===== config.mk =====
export PLATFORM = sky130hd
export DESIGN_NAME = alu_arbiter_flat
export DESIGN_NICKNAME = d
export VERILOG_FILES = /design/src/rtl/alu_arbiter_pkg.sv /design/src/rtl/alu_arbiter_if.sv /design/src/rtl/alu_arbiter_rr_arb2.sv /design/src/rtl/alu_arbiter.sv /design/src/flat_wrapper.sv
export SDC_FILE = /design/constraint.sdc
export NUM_CORES = 1
export LEC_CHECK = 0
export ABC_AREA = 0
export CORE_MARGIN = 5
export CORE_UTILIZATION = 40
export CTS_BUF_LIST = sky130_fd_sc_hd__clkbuf_4 sky130_fd_sc_hd__clkbuf_8
export DETAILED_ROUTE_END_ITERATION = 7
export GPL_ROUTABILITY_DRIVEN = 1
export PLACE_DENSITY = 0.77
export SYNTH_ARGS = -nofsm -noshare
export SYNTH_HDL_FRONTEND = slang
export SYNTH_SLANG_ARGS = --single-unit

===== constraint.sdc =====
create_clock -name clk -period 1.9 [get_ports clk]
set_input_delay 0.38 -clock clk [delete_from_list [all_inputs] [get_ports clk]]
set_output_delay 0.38 -clock clk [all_outputs]
set_load 0.02 [all_outputs]

===== src/rtl/alu_arbiter_pkg.sv =====
// Shared definitions for the ALU arbiter: opcode encoding, controller states
// and the default datapath width. The ALU uses the same opcode constants.
package alu_arbiter_pkg;

    localparam int W_DEFAULT = 8;

    localparam logic [2:0] OP_ADD     = 3'b000;
    localparam logic [2:0] OP_SUB     = 3'b001;
    localparam logic [2:0] OP_AND     = 3'b010;
    localparam logic [2:0] OP_OR      = 3'b011;
    localparam logic [2:0] OP_XOR     = 3'b100;
    localparam logic [2:0] OP_ILLEGAL = 3'b101;
    localparam logic [2:0] OP_SLT     = 3'b110;
    localparam logic [2:0] OP_BZ      = 3'b111;

    typedef enum logic [1:0] {
        ST_IDLE = 2'd0,
        ST_EXEC = 2'd1,
        ST_DONE = 2'd2
    } state_t;

    // True for the one opcode the ALU does not implement.
    function automatic logic is_illegal(input logic [2:0] op);
        return op == OP_ILLEGAL;
    endfunction

endpackage


===== src/rtl/alu_arbiter_if.sv =====
// Bundle of the two requester ports, the result bus and the ALU drive/return
// signals. master = requesters plus ALU, slave = the arbiter itself.
interface alu_arbiter_if
    import alu_arbiter_pkg::*;
#(
    parameter int W = W_DEFAULT
);
    logic         req0;
    logic         req1;
    logic [2:0]   op0;
    logic [2:0]   op1;
    logic [W-1:0] a0;
    logic [W-1:0] b0;
    logic [W-1:0] a1;
    logic [W-1:0] b1;
    logic         gnt0;
    logic         gnt1;
    logic         done0;
    logic         done1;
    logic [W-1:0] res;
    logic         zf;
    logic         err;
    logic [2:0]   alu_op;
    logic [W-1:0] alu_a;
    logic [W-1:0] alu_b;
    logic [W-1:0] alu_ans;
    logic         alu_zero;

    modport master (
        output req0, req1, op0, op1, a0, b0, a1, b1, alu_ans, alu_zero,
        input  gnt0, gnt1, done0, done1, res, zf, err, alu_op, alu_a, alu_b
    );

    modport slave (
        input  req0, req1, op0, op1, a0, b0, a1, b1, alu_ans, alu_zero,
        output gnt0, gnt1, done0, done1, res, zf, err, alu_op, alu_a, alu_b
    );
endinterface


===== src/rtl/alu_arbiter_rr_arb2.sv =====
// Two-way round-robin picker. On a tie the requester not served last wins;
// the pointer only moves when the caller actually takes the grant.
module rr_arb2 (
    input  logic       clk,
    input  logic       rst,
    input  logic [1:0] req,
    input  logic       take,
    output logic       winner
);
    logic last_reg;

    // Pick the sole requester, or the one not served last on a tie.
    always_comb begin
        winner = 1'b0;
        case (req)
            2'b10:   winner = 1'b1;
            2'b11:   winner = ~last_reg;
            default: winner = 1'b0;
        endcase
    end

    // Remember who was granted; reset to 1 so requester 0 wins the first tie.
    always_ff @(posedge clk or posedge rst) begin
        if (rst) begin
            last_reg <= 1'b1;
        end else if (take) begin
            last_reg <= winner;
        end
    end
endmodule


===== src/rtl/alu_arbiter.sv =====
// Shares one ALU between two requesters: grant round-robin, register the
// winner's opcode/operands onto the ALU, wait ALU_LAT cycles, capture the
// result and pulse the winner's done for one cycle.
module alu_arbiter
    import alu_arbiter_pkg::*;
#(
    parameter int W       = W_DEFAULT,
    parameter int ALU_LAT = 1
) (
    input  logic         clk,
    input  logic         rst,
    alu_arbiter_if.slave bus
);
    localparam logic [2:0] LAT_LOAD = 3'(ALU_LAT);

    state_t       state_reg;
    logic [2:0]   cnt_reg;
    logic         sel_reg;
    logic         gnt0_reg;
    logic         gnt1_reg;
    logic         done0_reg;
    logic         done1_reg;
    logic [W-1:0] res_reg;
    logic         zf_reg;
    logic         err_reg;
    logic [2:0]   alu_op_reg;
    logic [W-1:0] alu_a_reg;
    logic [W-1:0] alu_b_reg;

    logic         winner;
    logic         take;

    // A grant is taken only from IDLE; requests in EXEC/DONE simply wait.
    assign take = (state_reg == ST_IDLE) && (bus.req0 || bus.req1);

    rr_arb2 u_rr (
        .clk    (clk),
        .rst    (rst),
        .req    ({bus.req1, bus.req0}),
        .take   (take),
        .winner (winner)
    );

    // Grant / execute / done sequencer with all outputs registered.
    always_ff @(posedge clk or posedge rst) begin
        if (rst) begin
            state_reg  <= ST_IDLE;
            cnt_reg    <= 3'd0;
            sel_reg    <= 1'b0;
            gnt0_reg   <= 1'b0;
            gnt1_reg   <= 1'b0;
            done0_reg  <= 1'b0;
            done1_reg  <= 1'b0;
            res_reg    <= '0;
            zf_reg     <= 1'b0;
            err_reg    <= 1'b0;
            alu_op_reg <= OP_ADD;
            alu_a_reg  <= '0;
            alu_b_reg  <= '0;
        end else begin
            case (state_reg)
                ST_IDLE: begin
                    if (take) begin
                        sel_reg    <= winner;
                        gnt0_reg   <= ~winner;
                        gnt1_reg   <= winner;
                        alu_op_reg <= winner ? bus.op1 : bus.op0;
                        alu_a_reg  <= winner ? bus.a1  : bus.a0;
                        alu_b_reg  <= winner ? bus.b1  : bus.b0;
                        cnt_reg    <= LAT_LOAD;
                        state_reg  <= ST_EXEC;
                    end
                end
                ST_EXEC: begin
                    cnt_reg <= cnt_reg - 3'd1;
                    if (cnt_reg == 3'd1) begin
                        if (is_illegal(alu_op_reg)) begin
                            res_reg <= '0;
                            zf_reg  <= 1'b0;
                            err_reg <= 1'b1;
                        end else if (alu_op_reg == OP_BZ) begin
                            res_reg <= '0;
                            zf_reg  <= bus.alu_zero;
                            err_reg <= 1'b0;
                        end else begin
                            res_reg <= bus.alu_ans;
                            zf_reg  <= (bus.alu_ans == '0);
                            err_reg <= 1'b0;
                        end
                        done0_reg <= ~sel_reg;
                        done1_reg <= sel_reg;
                        state_reg <= ST_DONE;
                    end
                end
                ST_DONE: begin
                    done0_reg <= 1'b0;
                    done1_reg <= 1'b0;
                    gnt0_reg  <= 1'b0;
                    gnt1_reg  <= 1'b0;
                    state_reg <= ST_IDLE;
                end
                default: begin
                    state_reg <= ST_IDLE;
                end
            endcase
        end
    end

    assign bus.gnt0   = gnt0_reg;
    assign bus.gnt1   = gnt1_reg;
    assign bus.done0  = done0_reg;
    assign bus.done1  = done1_reg;
    assign bus.res    = res_reg;
    assign bus.zf     = zf_reg;
    assign bus.err    = err_reg;
    assign bus.alu_op = alu_op_reg;
    assign bus.alu_a  = alu_a_reg;
    assign bus.alu_b  = alu_b_reg;
endmodule


===== src/flat_wrapper.sv =====
// flat-port wrapper written by rule: the top's interface ports become plain ports
module alu_arbiter_flat import alu_arbiter_pkg::*;
#(
    parameter int W       = W_DEFAULT,
    parameter int ALU_LAT = 1
)
  (clk, rst, bus_req0, bus_req1, bus_op0, bus_op1, bus_a0, bus_b0, bus_a1, bus_b1, bus_alu_ans, bus_alu_zero, bus_gnt0, bus_gnt1, bus_done0, bus_done1, bus_res, bus_zf, bus_err, bus_alu_op, bus_alu_a, bus_alu_b);
  alu_arbiter_if #(.W(W)) bus_i ();
  input  logic clk;
  input  logic rst;
  input wire logic [$bits(bus_i.req0)-1:0] bus_req0;
  input wire logic [$bits(bus_i.req1)-1:0] bus_req1;
  input wire logic [$bits(bus_i.op0)-1:0] bus_op0;
  input wire logic [$bits(bus_i.op1)-1:0] bus_op1;
  input wire logic [$bits(bus_i.a0)-1:0] bus_a0;
  input wire logic [$bits(bus_i.b0)-1:0] bus_b0;
  input wire logic [$bits(bus_i.a1)-1:0] bus_a1;
  input wire logic [$bits(bus_i.b1)-1:0] bus_b1;
  input wire logic [$bits(bus_i.alu_ans)-1:0] bus_alu_ans;
  input wire logic [$bits(bus_i.alu_zero)-1:0] bus_alu_zero;
  output wire logic [$bits(bus_i.gnt0)-1:0] bus_gnt0;
  output wire logic [$bits(bus_i.gnt1)-1:0] bus_gnt1;
  output wire logic [$bits(bus_i.done0)-1:0] bus_done0;
  output wire logic [$bits(bus_i.done1)-1:0] bus_done1;
  output wire logic [$bits(bus_i.res)-1:0] bus_res;
  output wire logic [$bits(bus_i.zf)-1:0] bus_zf;
  output wire logic [$bits(bus_i.err)-1:0] bus_err;
  output wire logic [$bits(bus_i.alu_op)-1:0] bus_alu_op;
  output wire logic [$bits(bus_i.alu_a)-1:0] bus_alu_a;
  output wire logic [$bits(bus_i.alu_b)-1:0] bus_alu_b;
  assign bus_i.req0 = bus_req0;
  assign bus_i.req1 = bus_req1;
  assign bus_i.op0 = bus_op0;
  assign bus_i.op1 = bus_op1;
  assign bus_i.a0 = bus_a0;
  assign bus_i.b0 = bus_b0;
  assign bus_i.a1 = bus_a1;
  assign bus_i.b1 = bus_b1;
  assign bus_i.alu_ans = bus_alu_ans;
  assign bus_i.alu_zero = bus_alu_zero;
  assign bus_gnt0 = bus_i.gnt0;
  assign bus_gnt1 = bus_i.gnt1;
  assign bus_done0 = bus_i.done0;
  assign bus_done1 = bus_i.done1;
  assign bus_res = bus_i.res;
  assign bus_zf = bus_i.zf;
  assign bus_err = bus_i.err;
  assign bus_alu_op = bus_i.alu_op;
  assign bus_alu_a = bus_i.alu_a;
  assign bus_alu_b = bus_i.alu_b;
  alu_arbiter #(.W(W), .ALU_LAT(ALU_LAT)) u_core (.clk(clk), .rst(rst), .bus(bus_i));
endmodule

==> results of run 1 <==
-- layout make-up --
type / count / share of cell area [%]
Inverter: 6 / 0.772
Tap cell: 54 / 2.32
Multi-Input combinational cell: 111 / 28.9
Timing Repair Buffer: 90 / 30.3
Sequential cell: 40 / 34.3
Clock buffer: 8 / 3.34
-- where the power goes --
group	leakage (nW)	internal, W	switching (W)
clock network	0.0523	0.000325	0.000274
logic	0.783	0.00122	0.00116
registers	0.478	0.00128	0.000292
-- layer usage --
layer / GRT usage (%) / vias to the layer above / wire [um]
met5: 0 / - / 0
met4: 5.15 / 0 / 51
met3: 5.64 / 6 / 364
met2: 23.8 / 52 / 2120
met1: 15.9 / 713 / 1720
li1: - / 760 / -
-- through the flow --
step | cells | util (%) | instance area, um^2
floorplan | 166 | - | 1930
global placement | 301 | 60.1 | 2820
detailed placement | 301 | 60.1 | 2820
CTS | 309 | 62.2 | 2920
global route | 309 | 62.2 | 2920
finish | 309 | 62.2 | 2920
-- worst min path at each step --
stage                           start             endpoint  slack, ps  cells after the start
finish                            rst  u_core.bus.alu_b[7]        420                      3
global route                      rst    u_core.bus.res[2]        440                      3
CTS                               rst  u_core.bus.alu_b[5]        420                      3
detailed placement  u_core.bus.res[2]    u_core.bus.res[2]        450                      2
global placement    u_core.bus.res[2]    u_core.bus.res[2]        450                      2
floorplan              u_core.sel_reg     u_core.bus.done1        460                      2
-- cell usage after synthesis --
library cell  count
dfrtp_1          39
nand2_1          21
mux2_2           13
mux2_4           11
nand3_1          11
a21oi_1           9
a31oi_1           8
mux2i_1           8
inv_1             6
o21ai_0           5
buf_2             3
buf_6             3
nor2_1            3
a21o_1            2
clkbuf_1          2
ha_1              2
nand2b_1          2
nor4_1            2
a21bo_4           1
a31o_2            1
a32oi_1           1
buf_1             1
dfstp_2           1
nand2_4           1
nand3b_1          1
nand4_1           1
nand4bb_1         1
nor2_4            1
nor2b_1           1
nor3_1            1
o31ai_1           1
or2_2             1
or2b_1            1
xor2_1            1
-- cells by family after synthesis --
logic type	synth area share (%)
mux	20.3
xor+xnor	0.454
simple gates	12.6
buf+inv	4.28
fa+ha+maj	1.30
compound gates	9.14
flops	51.9
==> key figures, run 1 <==
Finish
  • Diode count: 0
  • Layout net count: 307
  • P&R area growth vs syn: 51.2%
  • Register area: 1000 um^2
  • Most frequent cells in the layout: clkdlybuf4s50_1 (83), dfrtp_1 (39), nand2_1 (21)
  • Multi-input logic area: 845 um^2
  • Share of cells above drive strength 1: 17.6%
  • Commonest non-fill, non-tap cell in the layout: clkdlybuf4s50_1
  • Fillcell total: 397

Drt
  • Via density: 4.95
  • Pre-Repair DR Iteration Count: 4
  • DRC Markers: 0
  • Final wirelength: 4250 um
  • Routed Antenna Nets: 0
  • Drt first-iter violations: 73
  • Detailed-route via count: roughly 1500
  • WL per Instance: approximately 14 um

Clocking
  • H-tree depth: 2
  • Cts hold-fix bufs: 0
  • Clock Tree Buf Depth: 2
  • Root Buffer: clkbuf_8
  • # Post-CTS Setup Buffers: 0
  • Worst-Skew Late Latency: 280 ps
  • CTS tree: yes
  • Clock-pin slew on the worst setup and hold paths: 70 ps
  • Num CTS Buffers: 5
  • Post_cts resized: 0
  • Clock Sinks: 40

Floorplanning
  • # IOs: 84
  • Die height: 79.5 um
  • Core Footprint: 4690 um^2
  • Starting density of the core: 41.1%
  • Die Area: approximately 6300 um^2
  • Die Wd: between 70 and 80 um
  • Floorplan row count: 25

GRT
  • Pin count of the biggest net entering global routing: 23
  • Initial antenna violation count: 0
  • Global route overflow: 0
  • Total Routing Usage GR: around 14%
  • Vias in the first global route: 1480
  • First-pass GRT wire length: 6880 um

Yosys
  • Post-Synthesis Cells: around 170
  • Synth Register Bits: 40
  • Mapped Avg Cell Area: 11.6 um^2
  • Post-synth cell types: 34
  • Post-synthesis sequential area ratio: 51.9%
  • Largest area contributor in the netlist: dfrtp_1
  • Top-area cell type share of the netlist area: 50.6%
  • Yosys warnings: 0
  • Syn nets: 219
  • Synth top area cells: dfrtp_1 (51%), mux2_4 (8.6%), mux2_2 (7.6%)
  • Syn Std Cell Area: 1930 um^2

Pwr
  • PD cells: 1560 nW/um^2
  • Final Power: 0.00456 W
  • P_leak: 1.31 nW
  • Maximum VDD drop: roughly 0.00065 V

Worst setup path
  • CP Depth: 1
  • Critical path required time: 1520 ps
  • Max incr delay on CP: 620 ps
  • CP Class: reg -> out
  • Crit path from: u_core.bus.alu_op[2]
  • Worst r2r dst: u_core.bus.alu_a[7]
  • Data arrival time of the critical path: 1300 ps
  • Crit-path leading delay family: buffers and inverters
  • R2R Setup Slk: roughly 300 ps
  • CP Capture Type: output port
  • Startpoint Class: flip-flop
  • Worst r2r src: u_core.u_rr.last_reg
  • CP max FO: 4
  • CP cell instances: clkdlybuf4s50_1
  • Worst path slowest cell: clkdlybuf4s50_1
  • CP endpoint: bus_alu_op[2]
  • CP bufs+invs: 1
  • Reg2Reg Depth: 3

STA
  • Final hold vios: 0
  • Final worst slack: 219 ps
  • Max Freq: a little under 600 MHz
  • Slew HR: 78.1%
  • Final cycle utilization of the critical path: 88.5%
  • Layout Skew: 5.62 ps
  • RSZ-0062 raised after global routing: false
  • Worst-margin pin slew: 328 ps
  • Max-slew violations: 0
  • Hold_ws: ~420 ps
  • Minimum clock period: 1680 ps
  • Setup_tns: 0 ps
  • Setup violators final: 0

Placement
  • I/O Buffers: 83
  • Final HPWL DP: 3290 um
  • GPL Wtd Cong: 0.709
  • Pre-CTS WS: -64.5 ps

Run
  • Number of max-cap violations: 0

Outcome
  • Status: complete, no violations

Min path
  • HP Class: in -> async
Power figures use the tool's default switching activity.
==> inputs of run 2 (changes only) <==
Settings changed: CORE_MARGIN 5 to 10.
==> key figures, run 2 (synthesis gave the netlist of run 1 again) <==
Clocking
  • Root Buffer: clkbuf_8
  • CTS tree: yes
  • # Post-CTS Setup Buffers: 0
  • Cts hold-fix bufs: 0
  • Clock-pin slew on the worst setup and hold paths: roughly 80 ps
  • Post_cts resized: 0
  • Clock Tree Buf Depth: 2
  • Worst-Skew Late Latency: 290 ps
  • H-tree depth: 2
  • Clock Sinks: 40
  • Num CTS Buffers: 5

Pwr
  • PD cells: around 1600 nW/um^2
  • P_leak: 1.32 nW
  • Maximum VDD drop: 0.000667 V

STA
  • RSZ-0062 raised after global routing: false
  • Final cycle utilization of the critical path: 89.3%
  • Setup violators final: 0
  • Final worst slack: about 200 ps
  • Layout Skew: between 6 and 7 ps
  • Max-slew violations: 0
  • Worst-margin pin slew: 671 ps
  • Final hold vios: 0
  • Max Freq: around 590 MHz
  • Slew HR: between 50% and 60%
  • Setup_tns: 0 ps
  • Minimum clock period: 1700 ps

Worst setup path
  • CP Class: reg -> out
  • Data arrival time of the critical path: 1320 ps
  • Critical path required time: approximately 1500 ps
  • Worst path slowest cell: clkdlybuf4s50_1
  • Startpoint Class: flip-flop
  • Worst r2r src: u_core.u_rr.last_reg
  • Crit-path leading delay family: buffers and inverters
  • Worst r2r dst: u_core.bus.alu_a[7]
  • CP cell instances: clkdlybuf4s50_1
  • CP bufs+invs: 1
  • CP Capture Type: output port
  • Reg2Reg Depth: 3
  • Max incr delay on CP: 630 ps
  • R2R Setup Slk: 300 ps
  • CP max FO: 4

Floorplanning
  • Die Area: 8000 um^2
  • Core Footprint: 4690 um^2
  • Starting density of the core: 41.1%
  • # IOs: 84
  • Die height: 89.5 um
  • Die Wd: just under 90 um
  • Floorplan row count: 25

GRT
  • Total Routing Usage GR: 11.9%
  • Vias in the first global route: 1570
  • Global route overflow: 0
  • Pin count of the biggest net entering global routing: 25
  • First-pass GRT wire length: between 7000 and 8000 um
  • Initial antenna violation count: 0

Finish
  • Layout net count: 308
  • Commonest non-fill, non-tap cell in the layout: clkdlybuf4s50_1
  • Most frequent cells in the layout: clkdlybuf4s50_1 (83), dfrtp_1 (39), nand2_1 (21)
  • Diode count: 0
  • P&R area growth vs syn: 51.8%
  • Share of cells above drive strength 1: 18.0%
  • Design area: 2930 um^2
  • Fillcell total: 390

Drt
  • Pre-Repair DR Iteration Count: 4
  • Drt first-iter violations: 53
  • Routed Antenna Nets: 0
  • Via density: roughly 5
  • DRC Markers: 0
  • WL per Instance: 15.3 um
  • Final wirelength: 4760 um
  • Detailed-route via count: 1555

Min path
  • HP Class: in -> async

Outcome
  • Status: complete, no violations

Run
  • Number of max-cap violations: 0

Placement
  • Pre-CTS WS: -80.9 ps
  • I/O Buffers: 83
  • Placed Area: 2840 um^2
  • Final HPWL DP: 3760 um
  • GPL Wtd Cong: about 0.77
[run 2: area by class of cell]
class	count	area (um^2)	area share [%]
sequential	40	1000	34.2
timing repair buffer	91	903	30.8
multi-input combinational	111	845	28.8
clock buffer	7	83.8	2.86
tap	54	67.6	2.31
inverter	6	22.5	0.769
clock inverter	1	5.00	0.171
[run 2: layer usage]
metal	vias to the layer above	share of wire [%]	global-route usage (%)
met5	-	0	0
met4	0	1.1	3.47
met3	6	8.6	5.47
met2	47	49	19.9
met1	734	41	13.2
li1	768	-	-
[run 2: power by group]
part	internal (W)	switching (W)	leakage [nW]
clock	0.000286	0.000279	0.0491
sequential	0.00128	0.000290	0.478
combinational	0.00123	0.00120	0.793
total	0.00280	0.00176	1.32
[run 2: worst max path at each step]
stage / from / endpoint / slack [ps] / cells past startpoint
3_5_place_dp: bus_req0 / u_core.bus.alu_a[7] / -80 / 4
5_1_grt: u_core.bus.alu_op[0] / bus_alu_op[0] / 150 / 1
6_report: u_core.bus.alu_op[2] / bus_alu_op[2] / 200 / 1
2_1_floorplan: bus_req1 / u_core.bus.alu_b[1] / 400 / 5
3_3_place_gp: bus_req0 / u_core.bus.alu_a[7] / -60 / 4
4_1_cts: u_core.bus.alu_op[2] / bus_alu_op[2] / 190 / 1
[run 2: through the flow]
step	hold WS (ps)	total power, W	instances	util [%]
floorplan	456	0.00300	166	-
global placement	450	0.00400	302	60.5
detailed placement	456	0.00405	302	60.5
CTS	413	0.00463	310	62.4
global route	443	0.00488	310	62.4
finish	412	0.00456	310	62.4
==> inputs of run 3 (changes only) <==
Settings changed: GPL_TIMING_DRIVEN set to 0.
==> key figures, run 3 (synthesis gave the netlist of run 1 again) <==
Outcome
  • Status: complete, no violations

STA
  • Setup violators final: 0
  • Layout Skew: 3.63 ps
  • Minimum clock period: 1820 ps
  • Worst-margin pin slew: 810 ps
  • Slew HR: 45.9%
  • Max-slew violations: 0
  • Final cycle utilization of the critical path: a little over nine tenths
  • Max Freq: roughly 550 MHz
  • Final hold vios: 0
  • RSZ-0062 raised after global routing: false
  • Final worst slack: around 84 ps

Worst setup path
  • Crit path from: bus_req0
  • CP Class: in -> reg
  • CP max FO: 10
  • Critical path required time: a little over 2000 ps
  • CP Capture Type: flip-flop
  • Startpoint Class: input pin
  • Data arrival time of the critical path: between 1500 and 2000 ps
  • Reg2Reg Depth: 4
  • Worst r2r src: u_core.u_rr.last_reg

Clocking
  • Clock Sinks: 40
  • H-tree depth: 2
  • Root Buffer: clkbuf_8
  • CTS tree: yes
  • Clock-pin slew on the worst setup and hold paths: 70 ps
  • Post_cts resized: 0
  • Cts hold-fix bufs: 0
  • Clock Tree Buf Depth: 2
  • # Post-CTS Setup Buffers: 0
  • Worst-Skew Late Latency: 280 ps
  • Num CTS Buffers: 5

Drt
  • Drt first-iter violations: 58
  • WL per Instance: 15.4 um
  • Pre-Repair DR Iteration Count: 4
  • Via density: 4.98
  • Final wirelength: about 4800 um
  • Detailed-route via count: 1548
  • Routed Antenna Nets: 0
  • DRC Markers: 0

Finish
  • Fillcell total: 385
  • Multi-input logic area: 845 um^2
  • Most frequent cells in the layout: clkdlybuf4s50_1 (83), dfrtp_1 (39), nand2_1 (21)
  • Register area: about 1000 um^2
  • P&R area growth vs syn: 52.3%
  • Share of cells above drive strength 1: between 10% and 20%
  • Commonest non-fill, non-tap cell in the layout: clkdlybuf4s50_1
  • Layout net count: just over 300
  • Diode count: 0

GRT
  • Global route overflow: 0
  • Vias in the first global route: 1582
  • Pin count of the biggest net entering global routing: between 40 and 50
  • Initial antenna violation count: 0
  • Total Routing Usage GR: 12.3%
  • First-pass GRT wire length: 7750 um

Placement
  • I/O Buffers: between 80 and 90
  • GPL Wtd Cong: 0.757
  • Final HPWL DP: 3700 um
  • Pre-CTS WS: -232 ps

Pwr
  • Maximum VDD drop: 0.000940 V
  • Final Power: 0.00471 W
  • P_leak: between 1 and 1.5 nW
  • Clock Power Share: 14.6%
  • Combinational Power Share: between 50 and 60%
  • P_sw: 0.00178 W
  • Switching share of power: 37.9%
  • PD cells: 1600 nW/um^2
  • P_int: between 0.002 and 0.003 W
  • Reg power frac: 32.7%

Floorplanning
  • Die Wd: a little under 90 um
  • Die Area: 8000 um^2
  • Core Footprint: 4690 um^2
  • Starting density of the core: 41.1%
  • Floorplan row count: 25
  • # IOs: 84
  • Die height: 89.5 um

Min path
  • Hold_sp: u_core.bus.res[5]
  • HP Class: reg -> reg
  • Hold path cells: 2

Run
  • Number of max-cap violations: 0
run 3: metrics by stage:
stage | utilization, % | hold WS (ps) | area [um^2] | instances | setup TNS [ps]
after floorplan | - | 456 | 1930 | 166 | 0
after global placement | 60.3 | 448 | 2830 | 303 | -12990
after detailed placement | 60.3 | 461 | 2830 | 303 | -2200
after CTS | 62.6 | 478 | 2940 | 311 | 0
after global routing | 62.6 | 509 | 2940 | 311 | 0
final | 62.6 | 469 | 2940 | 311 | 0
run 3: metal layers:
metal  wire [um]  vias up  global-route usage, %  part of all wire, %
li1            -      766                      -                    -
met1        2070      722                   14.3                   43
met2        2330       56                   20.5                   49
met3         362        4                   5.38                  7.6
met4          25        0                   2.60                 0.52
met5           0        -                      0                    0
run 3: layout make-up:
type / instances / area share [%]
flip-flops and latches: 40 / 34.1
multi-input cells: 111 / 28.7
repair buffers: 83 / 28.3
clock buffers: 6 / 2.60
well taps: 54 / 2.30
plain buffers: 9 / 2.04
clock inverters: 2 / 1.19
inverters: 6 / 0.766
run 3: final timing paths:
path | to | slack, ps
worst min register to register | u_core.bus.res[5] | 470
worst max register to register | u_core.bus.alu_op[2] | 330
worst min-delay path | u_core.bus.res[5] | 470
worst max-delay path | u_core.bus.alu_b[1] | 80
min in group asynchronous | u_core.bus.alu_a[0] | 580
max in group asynchronous | u_core.bus.gnt1 | 810
run 3: worst max-delay path, cell delays in order:
cell and delay, ps:
clkdlybuf4s50_1 480, or2_2 290, buf_2 180, nand2_4 150, buf_6 170, mux2_2 330
run 3: power by group through the flow:
stage	combinational [W]	sequential [W]	clock, W
after global routing	0.00273	0.00160	0.000741
after CTS	0.00253	0.00155	0.000706
after floorplan	0.00105	0.00195	0
final	0.00248	0.00154	0.000689
after global placement	0.00249	0.00154	0
after detailed placement	0.00252	0.00155	0
